## src/rtl/rr_arbiter4_if.sv

```systemverilog
// Handshake bundle between the requesters and the round-robin arbiter.
// master = requester side (drives req/done); slave = arbiter side.
interface rr_arbiter4_if;
    logic [3:0] req;
    logic       done;
    logic [1:0] gnt_idx;
    logic       gnt_valid;
    logic       timeout;

    modport master (
        output req,
        output done,
        input  gnt_idx,
        input  gnt_valid,
        input  timeout
    );

    modport slave (
        input  req,
        input  done,
        output gnt_idx,
        output gnt_valid,
        output timeout
    );
endinterface

```

## src/rtl/rr_arbiter4.sv

```systemverilog
// Four-requester round-robin arbiter. The winner is presented as a binary
// index plus valid strobe, feeding the select input of a 2-to-4 decoder.
// A grant lasts until the owner releases (done or request drop) or until
// HOLD_MAX cycles have elapsed, after which the pointer moves past the owner.
module rr_arbiter4 #(
    parameter int unsigned HOLD_MAX = 15   // legal range 1..255
) (
    input  logic          clk,
    input  logic          rst_n,
    rr_arbiter4_if.slave  bus
);
    localparam int NUM_REQ = 4;
    localparam logic [7:0] HOLD_LIM = 8'(HOLD_MAX);

    typedef enum logic {
        IDLE  = 1'b0,
        GRANT = 1'b1
    } state_t;

    state_t     state;
    logic [1:0] ptr;
    logic [7:0] hcnt;

    logic       win_found;
    logic [1:0] win_idx;
    logic [1:0] cand;
    logic       rel_c;
    logic       frc_c;

    // Rotating priority scan: first set request at ptr, ptr+1, ... mod 4.
    // Scanning from the far end down lets the nearest hit overwrite the rest.
    always_comb begin
        win_found = 1'b0;
        win_idx   = ptr;
        cand      = ptr;
        for (int k = NUM_REQ - 1; k >= 0; k--) begin
            cand = ptr + 2'(k);
            if (bus.req[cand]) begin
                win_found = 1'b1;
                win_idx   = cand;
            end
        end
    end

    // Owner-driven release beats the hold limit when both land together.
    always_comb begin
        rel_c = bus.done || !bus.req[bus.gnt_idx];
        frc_c = !rel_c && (hcnt == HOLD_LIM);
    end

    // Arbitration FSM; every output is a register updated here.
    always_ff @(posedge clk) begin
        if (!rst_n) begin
            state         <= IDLE;
            ptr           <= 2'd0;
            hcnt          <= 8'd0;
            bus.gnt_idx   <= 2'd0;
            bus.gnt_valid <= 1'b0;
            bus.timeout   <= 1'b0;
        end else begin
            bus.timeout <= 1'b0;
            case (state)
                IDLE: begin
                    if (win_found) begin
                        bus.gnt_idx   <= win_idx;
                        bus.gnt_valid <= 1'b1;
                        hcnt          <= 8'd1;
                        state         <= GRANT;
                    end
                end
                GRANT: begin
                    if (rel_c || frc_c) begin
                        bus.gnt_valid <= 1'b0;
                        bus.timeout   <= frc_c;
                        ptr           <= bus.gnt_idx + 2'd1;
                        state         <= IDLE;
                    end else begin
                        hcnt <= hcnt + 8'd1;
                    end
                end
                default: begin
                    state         <= IDLE;
                    bus.gnt_valid <= 1'b0;
                end
            endcase
        end
    end
endmodule

```

## src/flat_wrapper.sv

```systemverilog
// flat-port wrapper written by rule: the top's interface ports become plain ports
module rr_arbiter4_flat 
#(
    parameter int unsigned HOLD_MAX = 15                        
)
  (clk, rst_n, bus_req, bus_done, bus_gnt_idx, bus_gnt_valid, bus_timeout);
  rr_arbiter4_if bus_i ();
  input  logic clk;
  input  logic rst_n;
  input wire logic [$bits(bus_i.req)-1:0] bus_req;
  input wire logic [$bits(bus_i.done)-1:0] bus_done;
  output wire logic [$bits(bus_i.gnt_idx)-1:0] bus_gnt_idx;
  output wire logic [$bits(bus_i.gnt_valid)-1:0] bus_gnt_valid;
  output wire logic [$bits(bus_i.timeout)-1:0] bus_timeout;
  assign bus_i.req = bus_req;
  assign bus_i.done = bus_done;
  assign bus_gnt_idx = bus_i.gnt_idx;
  assign bus_gnt_valid = bus_i.gnt_valid;
  assign bus_timeout = bus_i.timeout;
  rr_arbiter4 #(.HOLD_MAX(HOLD_MAX)) u_core (.clk(clk), .rst_n(rst_n), .bus(bus_i));
endmodule
```

## config.mk

```make
export PLATFORM = sky130hd
export DESIGN_NAME = rr_arbiter4_flat
export DESIGN_NICKNAME = d
export VERILOG_FILES = /design/src/rtl/rr_arbiter4_if.sv /design/src/rtl/rr_arbiter4.sv /design/src/flat_wrapper.sv
export SDC_FILE = /design/constraint.sdc
export NUM_CORES = 1
export LEC_CHECK = 0
export ABC_AREA = 1
export BUFFER_PORTS_ARGS = -buffer_cell sky130_fd_sc_hd__buf_2
export CAP_MARGIN = 40
export CORE_UTILIZATION = 35
export DETAILED_ROUTE_END_ITERATION = 16
export GPL_TIMING_DRIVEN = 1
export REMOVE_ABC_BUFFERS = 1
export SLEW_MARGIN = 10
export SYNTH_ARGS = -nofsm -noshare
export SYNTH_HDL_FRONTEND = slang
export SYNTH_SLANG_ARGS = --single-unit
```

## constraint.sdc

```tcl
create_clock -name clk -period 2.3 [get_ports clk]
set_clock_uncertainty 0.15 [all_clocks]
set_input_delay 0.46 -clock clk [delete_from_list [all_inputs] [get_ports clk]]
set_output_delay 0.46 -clock clk [all_outputs]
set_load 0.02 [all_outputs]
```

# Yosys cells after proc, flatten, opt, wreduce, memory -nomap -nowiden
# Cells that the tools add are included.
[totals] regBits=15 in_bits=7 out_inout_bits=4 wordCells=58
[classes] n_addsub=5 magnitude_cmp=5 n_eq_ne=4 muxes=27 bitwise_logic=1 reduce_logical=10
[op_table] cell="2-to-1 mux 8 bit" n=2
[op_table] cell="case mux 8 bit (2 select lines)" n=1
[op_table] cell="less-than comparator 2 x 3 -> 1 bit, second input constant" n=5
[op_table] cell="2-to-1 mux 1 bit" n=13
[op_table] cell="binary-select mux 1 bit (select 2 bit)" n=5
[op_table] cell="adder 8 x 1 -> 8 bit, second input constant" n=1
[op_table] cell="== test 8 x 4 -> 1 bit, second input constant" n=1
[op_table] cell="2-to-1 mux 2 bit" n=4
[op_table] cell="AND reduction 2 bit" n=4
[op_table] cell="adder 2 x 1 -> 2 bit, second input constant" n=2
[op_table] cell="adder 2 bit, second input constant" n=2
[op_table] cell="!= test 2 bit, second input constant" n=2
[op_table] cell="case mux 1 bit (2 select lines)" n=2
[op_table] cell="AND reduction 3 bit" n=1
[op_table] cell="logical NOT 1 bit" n=2
[op_table] cell="logical OR 1 bit" n=2
[op_table] cell="!= test 2 x 1 -> 1 bit, second input constant" n=1
[op_table] cell="logical AND 1 bit" n=1
[op_table] cell="inverter 1 bit" n=1

# Logic depth before layout (Yosys ltp)
# Gate-level depths: netlist of the first run.
[depth] word_depth=9 depth_mapped=10

# Least setup slack after synthesis of the first run
# OpenSTA, ideal clock, no wires.
[synth_path] path_type="reg-to-reg" start="register u_core.hcnt[0]" end="register u_core.hcnt[2]" setup_time_ns=0.117 arrival_ns=1.219 required_ns=2.033 setup_slack_ns=0.814 stages_incl_launch_ff=9 path_buffers=0 period_less_slack_ns=1.486 cell_sequence="dfxtp_1 ha_1 nand2_1 nor2_1 nand3_1 nand4_4 inv_2 o211ai_1 nand2_1"
[synth_between] elab_chain_cells=5
[synth_lines] item="start, declared" line_no="rr_arbiter4.sv:22" text="logic [7:0] hcnt;"
[synth_lines] item="start signal, assigned" line_no="rr_arbiter4.sv:78" text="hcnt <= hcnt + 8'd1;"
[synth_lines] item="branches (longest 5 deep; another with adder 8 x 1 -> 8 bit)"
# Parallel ways; which one is timed is not known. The select of a mux whose other input is x is not followed.
# A chain may end at the register's enable or synchronous reset.

# Worst setup path in the final report of the first run
[layout_path] start="register u_core.ptr[0]" end="register u_core.hcnt[2]"
[layout_between] elab_chain_cells=9
[layout_lines] item="start, declared" line_no="rr_arbiter4.sv:21" text="logic [1:0] ptr;"
[layout_lines] item="start signal, assigned" line_no="rr_arbiter4.sv:75" text="ptr <= bus.gnt_idx + 2'd1;"
[layout_lines] item="adder 2 bit" line_no="rr_arbiter4.sv:37" text="cand = ptr + 2'(k);"
[layout_lines] item="binary-select mux 1 bit (select 2 bit)" line_no="rr_arbiter4.sv:38" text="if (bus.req[cand]) begin"
[layout_lines] item="2-to-1 mux 1 bit (not written as such)" line_no="rr_arbiter4.sv:38"
[layout_lines] item="2-to-1 mux 1 bit (3 in series)" line_no="rr_arbiter4.sv:38"
[layout_lines] item="2-to-1 mux 1 bit (*)" line_no="rr_arbiter4.sv:38"
[layout_lines] item="!= test 2 x 1 -> 1 bit (no source line) (*)"
[layout_lines] item="AND reduction 2 bit (no source line) (*)"
# Mark *: on every way between the ends. The rest lies on a longest branch, timed or not. The select of a mux whose other input is x is not followed.

==> results.yml, run 1 <==
pwr:
  p_leak_uw: 0.000512
  ir_drop_mv: 0.419
  power_density_nw_per_um2: 674
  intPower_uw: 444
  power_frac_clock_pct: 20.7
  p_seq_share_pct: 43.5
  net-switching-power_uw: 307
  swShare_pct: 40.9
  p_comb_share_pct: 35.8
drt:
  post-route-drc-count: 0
  via_count: 1024
  drt-total-wl_um: 2270
  routedWlPerCell_um: 11.0
  detail-route-antenna-nets: 0
  vias_per_cell: 4.97
  first_pass_iters: 4
  drt_iter0_drc: 38
critical_path:
  crit_slowest_cell: "dfxtp_1"
  crit_type: "reg -> reg"
  crit_arrival_ps: 1830
  crit_path_max_incr_delay_ps: 610
  cp_num_buf_inv: 0
  cp-start-kind: "register"
  cp_max_fo: 14
  critPathRequiredTime_ps: 2390
  cpLargestDelayFamily: "simple AND/OR/NAND/NOR gates"
  end_kind: "register"
  crit_chain: "o21ai_0 > nor2_2 > nand2_2 > nand2_4 > nand2_4 > nor2_2 > nand2_1 > nand2_1"
floorplan:
  num_rows: 19
  fp.dieW_um: 55.7
  core-area_um2: 2760
  start_util_pct: 36.7
  die_h_um: 55.7
  ios: 11
  die-area_um2: 3110
yosys:
  muxShareOfSynthArea_pct: 0
  synthAdderAreaFrac_pct: 1.24
  synth_top_family_by_area: "simple AND/OR/NAND/NOR gates"
  syn_area_um2: 1010
  yosysSeqAreaShare_pct: 29.7
  ys_types: 24
  ys_seq_elements: 15
  yosys.area_share.simple_pct: 46.3
  syn_inst: 162
  synth_compound_area_share_pct: 11.3
  yosys_warnings: 0
  syn_avg_cell_area_um2: 6.24
  yosys.area_share.xor_xnor_pct: 2.60
sta:
  post-route-min-period_ps: 1740
  period_share_pct: 75.6
  finalSetupViolCount: 0
  rsz0062_at_grt: "false"
  fmax_ghz: 0.575
  fin_hold_ws_ps: 330
  finalHoldViolCount: 0
  worst_pin_slew_ps: 452
  setup_tns_ps: 0
  drv_slew: 0
  relSlewSlack_pct: 69.8
place:
  io_buffer_count: 10
  hpwl_um: 1790
  gp_congestion: 0.886
cts:
  clk_latency_ps: 290
  clock_path_buffers: 2
  ctsResizeCount: 0
  htree_levels: 1
  clock-sinks: 15
  cts_buffers: 3
  holdBufCountCts: 0
  clk_pin_slew_ps: 90
  cts_tree: "built"
  cts_setup_buffers: 0
  cts_root_buf: "clkbuf_4"
global_routing:
  antenna_found_initial: 0
  grt_max_degree: 15
  grt_pass1_wl_um: 4000
  grt-ovfl-total: 0
  grt_pass1_vias: 964
  grt_usage_pct: 16.2
final_layout:
  multi_input_area_um2: 621
  drive_above_1_share_pct: 17.7
  syn_to_final_growth_pct: 10.3
  seq_area_um2: 300
  nFillCells: 310
  layout.nets: 184
  n_antenna_cell: 0
  final_common_cell: "nand2_1"
  final_cell_mix: "nand2_1, inv_1, nand3_1"
outcome:
  status: "finished, final reports clean"
worst_hold_path:
  min_path_type: "in -> reg"
flow_run:
  max-cap-violations: 0
-- kinds of logic (layout without fill, tap and decap cells) --
logic type	count (synthesis)	after routing
AOI/OAI and AO/OA	20	20
xor gates and xnor gates	3	3
adders and majority gates	1	1
buffers and inverters	22	35
DFF	15	15
and+or+nand+nor	101	101
-- cell type report --
type / count / share of cell area (%)
multi-input combinational: 125 / 55.7
sequential: 15 / 26.9
inverter: 21 / 7.07
timing repair buffer: 10 / 4.49
tap: 31 / 3.48
clock buffer: 4 / 2.36
-- per-layer routing --
| layer | track usage (%) | part of all wire (%) | vias to the layer above |
|---|---|---|---|
| li1 | - | - | 538 |
| met3 | 2.09 | 2.6 | 6 |
| met4 | 9.29 | 2.6 | 0 |
| met2 | 28.4 | 49 | 16 |
| met5 | 0 | 0 | - |
| met1 | 18.8 | 45 | 464 |
-- stage by stage --
stage	area, um^2	util [%]	setup WS [ps]	power (uW)	instances
finish	1110	40.4	560	751	206
global route	1110	40.4	417	812	206
CTS	1110	40.4	561	760	206
detailed placement	1090	39.5	584	603	202
global placement	1090	39.5	623	594	202
floorplan	1000	-	779	534	161
-- worst paths after layout --
check / from / end / slack, ps / cells after the start
setup / recovery: u_core.ptr[0]$_SDFFE_PN0P_ / u_core.hcnt[2]$_SDFFE_PN0P_ / 560 / 8
hold / removal: rst_n / u_core.ptr[0]$_SDFFE_PN0P_ / 330 / 3
setup reg to reg: u_core.ptr[0]$_SDFFE_PN0P_ / u_core.hcnt[2]$_SDFFE_PN0P_ / 560 / 8
hold reg to reg: u_core.hcnt[0]$_SDFFE_PN0P_ / u_core.hcnt[0]$_SDFFE_PN0P_ / 350 / 2
-- synthesized netlist by cell type --
cell      count  area [um^2]
a21oi_1       8         40.0
a21oi_2       3         26.3
buf_6         1         11.3
dfxtp_1      15          300
ha_1          1         12.5
inv_1        18         67.6
inv_2         3         11.3
nand2_1      57          214
nand2_2       5         31.3
nand2_4       2         22.5
nand3_1      17         85.1
nand4_4       1         21.3
nor2_1       12         45.0
nor2_2        2         12.5
nor2_4        1         11.3
nor3_1        1         5.00
nor3b_1       1         7.51
nor4_1        1         6.26
o211ai_1      1         7.51
o21ai_0       6         30.0
o21ai_1       2         10.0
or2_2         1         6.26
xnor2_1       1         8.76
xor2_1        2         17.5
-- worst register-to-register path: cells and delay by family, from the launching register on --
kind,cells,cell delay (ps)
AO/OA/AOI/OAI,1,230
AND/OR/NAND/NOR,7,710
flip-flops,1,610
-- power by group through the flow --
stage / sequential [uW] / clock (uW) / combinational (uW)
2_1_floorplan: 336 / 0 / 198
3_3_place_gp: 331 / 0 / 262
3_5_place_dp: 332 / 0 / 271
4_1_cts: 326 / 162 / 272
5_1_grt: 332 / 169 / 311
6_report: 327 / 155 / 269
-- flip-flops by register name (all words and copies together) (netlist names) --
register              flops
u_core.bus.timeout        1
u_core.bus.gnt_idx        2
u_core.hcnt               8
u_core.state              1
u_core.ptr                2
u_core.bus.gnt_valid      1
No activity file was read; power rests on OpenSTA's default activity.
==> inputs of run 2 (changes only) <==
Clock period 2.3 ns to 1.6 ns, I/O delays scaled along.
==> results.yml, run 2 (synthesis results as in run 1) <==
sta:
  relSlewSlack_pct: 76.7
  period_share_pct: 94.8
  setup_tns_ps: 0
  drv_slew: 0
  fin_hold_ws_ps: 188
  fmax_ghz: 0.659
  fin_ws_ps: 83.3
  post-route-min-period_ps: 1520
  finalSetupViolCount: 0
  worst_pin_slew_ps: 349
  finalHoldViolCount: 0
drt:
  first_pass_iters: 4
  routedWlPerCell_um: 11.0
  vias_per_cell: 4.76
  drt_iter0_drc: 35
  post-route-drc-count: 0
  drt-total-wl_um: 2350
  detail-route-antenna-nets: 0
  via_count: 1013
cts:
  htree_levels: 1
  holdBufCountCts: 0
  clk_latency_ps: 290
  cts_tree: "built"
  clk_pin_slew_ps: 100
  cts_buffers: 3
  clock_path_buffers: 2
  cts_root_buf: "clkbuf_4"
  clock-sinks: 15
floorplan:
  start_util_pct: 36.7
  core-area_um2: 2760
  fp.dieW_um: 55.7
  die-area_um2: 3110
  die_h_um: 55.7
  num_rows: 19
  ios: 11
final_layout:
  top_register: "u_core.hcnt"
  drive_above_1_share_pct: 27.5
  syn_to_final_growth_pct: 21.5
  final_core_util_pct: 44.6
  layout.nets: 191
  largest_registers: "u_core.hcnt (8), u_core.bus.gnt_idx (2), u_core.ptr (2)"
  final_cell_mix: "nand2_1, inv_1, nand3_1"
  final_common_cell: "nand2_1"
  n_antenna_cell: 0
  largest_reg_flops: 8
global_routing:
  grt_max_degree: 10
  grt_pass1_vias: 938
  grt-ovfl-total: 0
  grt_usage_pct: 16.0
  antenna_found_initial: 0
  grt_pass1_wl_um: 4040
critical_path:
  critPathRequiredTime_ps: 1690
  crit_type: "reg -> reg"
  cp_max_fo: 8
  reg2reg_to: "u_core.hcnt[2]$_SDFFE_PN0P_"
  crit_path_max_incr_delay_ps: 380
  cp-start-kind: "register"
  r2r_setup_slack_ps: 80
  crit_slowest_cell: "dfxtp_4"
  rr_worst_depth: 10
  end_kind: "register"
  reg2reg_from: "u_core.ptr[0]$_SDFFE_PN0P_"
  crit_chain: "buf_4 > nand2_2 > o21ai_2 > nor2_2 > nand2_2 > nand2_4 > nand2_4 > nor2_2 > nand2_1 > nand2_1"
  crit_arrival_ps: 1600
  crit_start: "u_core.ptr[0]$_SDFFE_PN0P_"
place:
  gp_congestion: 0.888
  io_buffer_count: 10
  hpwl_um: 1710
  dp_slack_ps: -23.6
flow_run:
  max-cap-violations: 0
worst_hold_path:
  min_path_type: "in -> reg"
  hold_depth: 3
  min-delay-start: "rst_n"
  hold_end: "u_core.ptr[0]$_SDFFE_PN0P_"
pwr:
  power_density_nw_per_um2: 942
  ir_drop_mv: 0.664
  fin_total_pwr_uw: 1160
  p_leak_uw: 0.000553
outcome:
  status: "finished, final reports clean"
run 2: cell types whose count changed in the layout (fill, tap and decap cells not counted), sizes merged:
cell | before | now
buf | 10 | 16
nand4 | 1 | 2
run 2: metrics by stage:
| step | instances | area (um^2) |
|---|---|---|
| finish | 213 | 1230 |
| global route | 213 | 1230 |
| CTS | 212 | 1170 |
| detailed placement | 207 | 1130 |
| global placement | 207 | 1130 |
| floorplan | 161 | 1000 |
run 2: worst max-delay path: cells and delay by family, from the launching register on:
family          cells  cell delay (ps)
compound gates      1               70
flops               1              380
buf+inv             1              150
simple gates        8              710
run 2: power by group:
part | internal (uW) | switching (uW)
combinational | 175 | 290
sequential | 412 | 53.2
clock | 96.9 | 130
run 2: area by class of cell:
| type | instances | area (um^2) |
|---|---|---|
| Sequential cell | 15 | 310 |
| Fill cell | 282 | 1530 |
| Clock buffer | 4 | 26.3 |
| Timing Repair Buffer | 16 | 95.1 |
| Tap cell | 31 | 38.8 |
| Inverter | 21 | 81.3 |
| Multi-Input combinational cell | 126 | 677 |
run 2: routing by layer:
metal | global-route usage (%) | up-vias | part of all wire (%)
met4 | 5.36 | 0 | 1.5
met2 | 25.1 | 13 | 43
met3 | 1.63 | 5 | 2.6
met1 | 22.9 | 437 | 53
met5 | 0 | - | 0
li1 | - | 558 | -
run 2: worst max path at each step:
| stage | to | slack, ps | cells after the start |
|---|---|---|---|
| after floorplan | u_core.hcnt[2]$_SDFFE_PN0P_ | 80 | 8 |
| after global placement | u_core.hcnt[2]$_SDFFE_PN0P_ | 20 | 8 |
| after detailed placement | u_core.hcnt[2]$_SDFFE_PN0P_ | -20 | 8 |
| after CTS | u_core.ptr[0]$_SDFFE_PN0P_ | 6 | 8 |
| after global routing | u_core.ptr[0]$_SDFFE_PN0P_ | -20 | 9 |
| final | u_core.hcnt[2]$_SDFFE_PN0P_ | 80 | 10 |
run 2: what timing repair did:
item	4_1_cts	5_1_grt
setup buffers	0	1
gates cloned	1	0
pin swaps	1	4
resized for setup	1	20
endpoints found under the setup margin	9	15
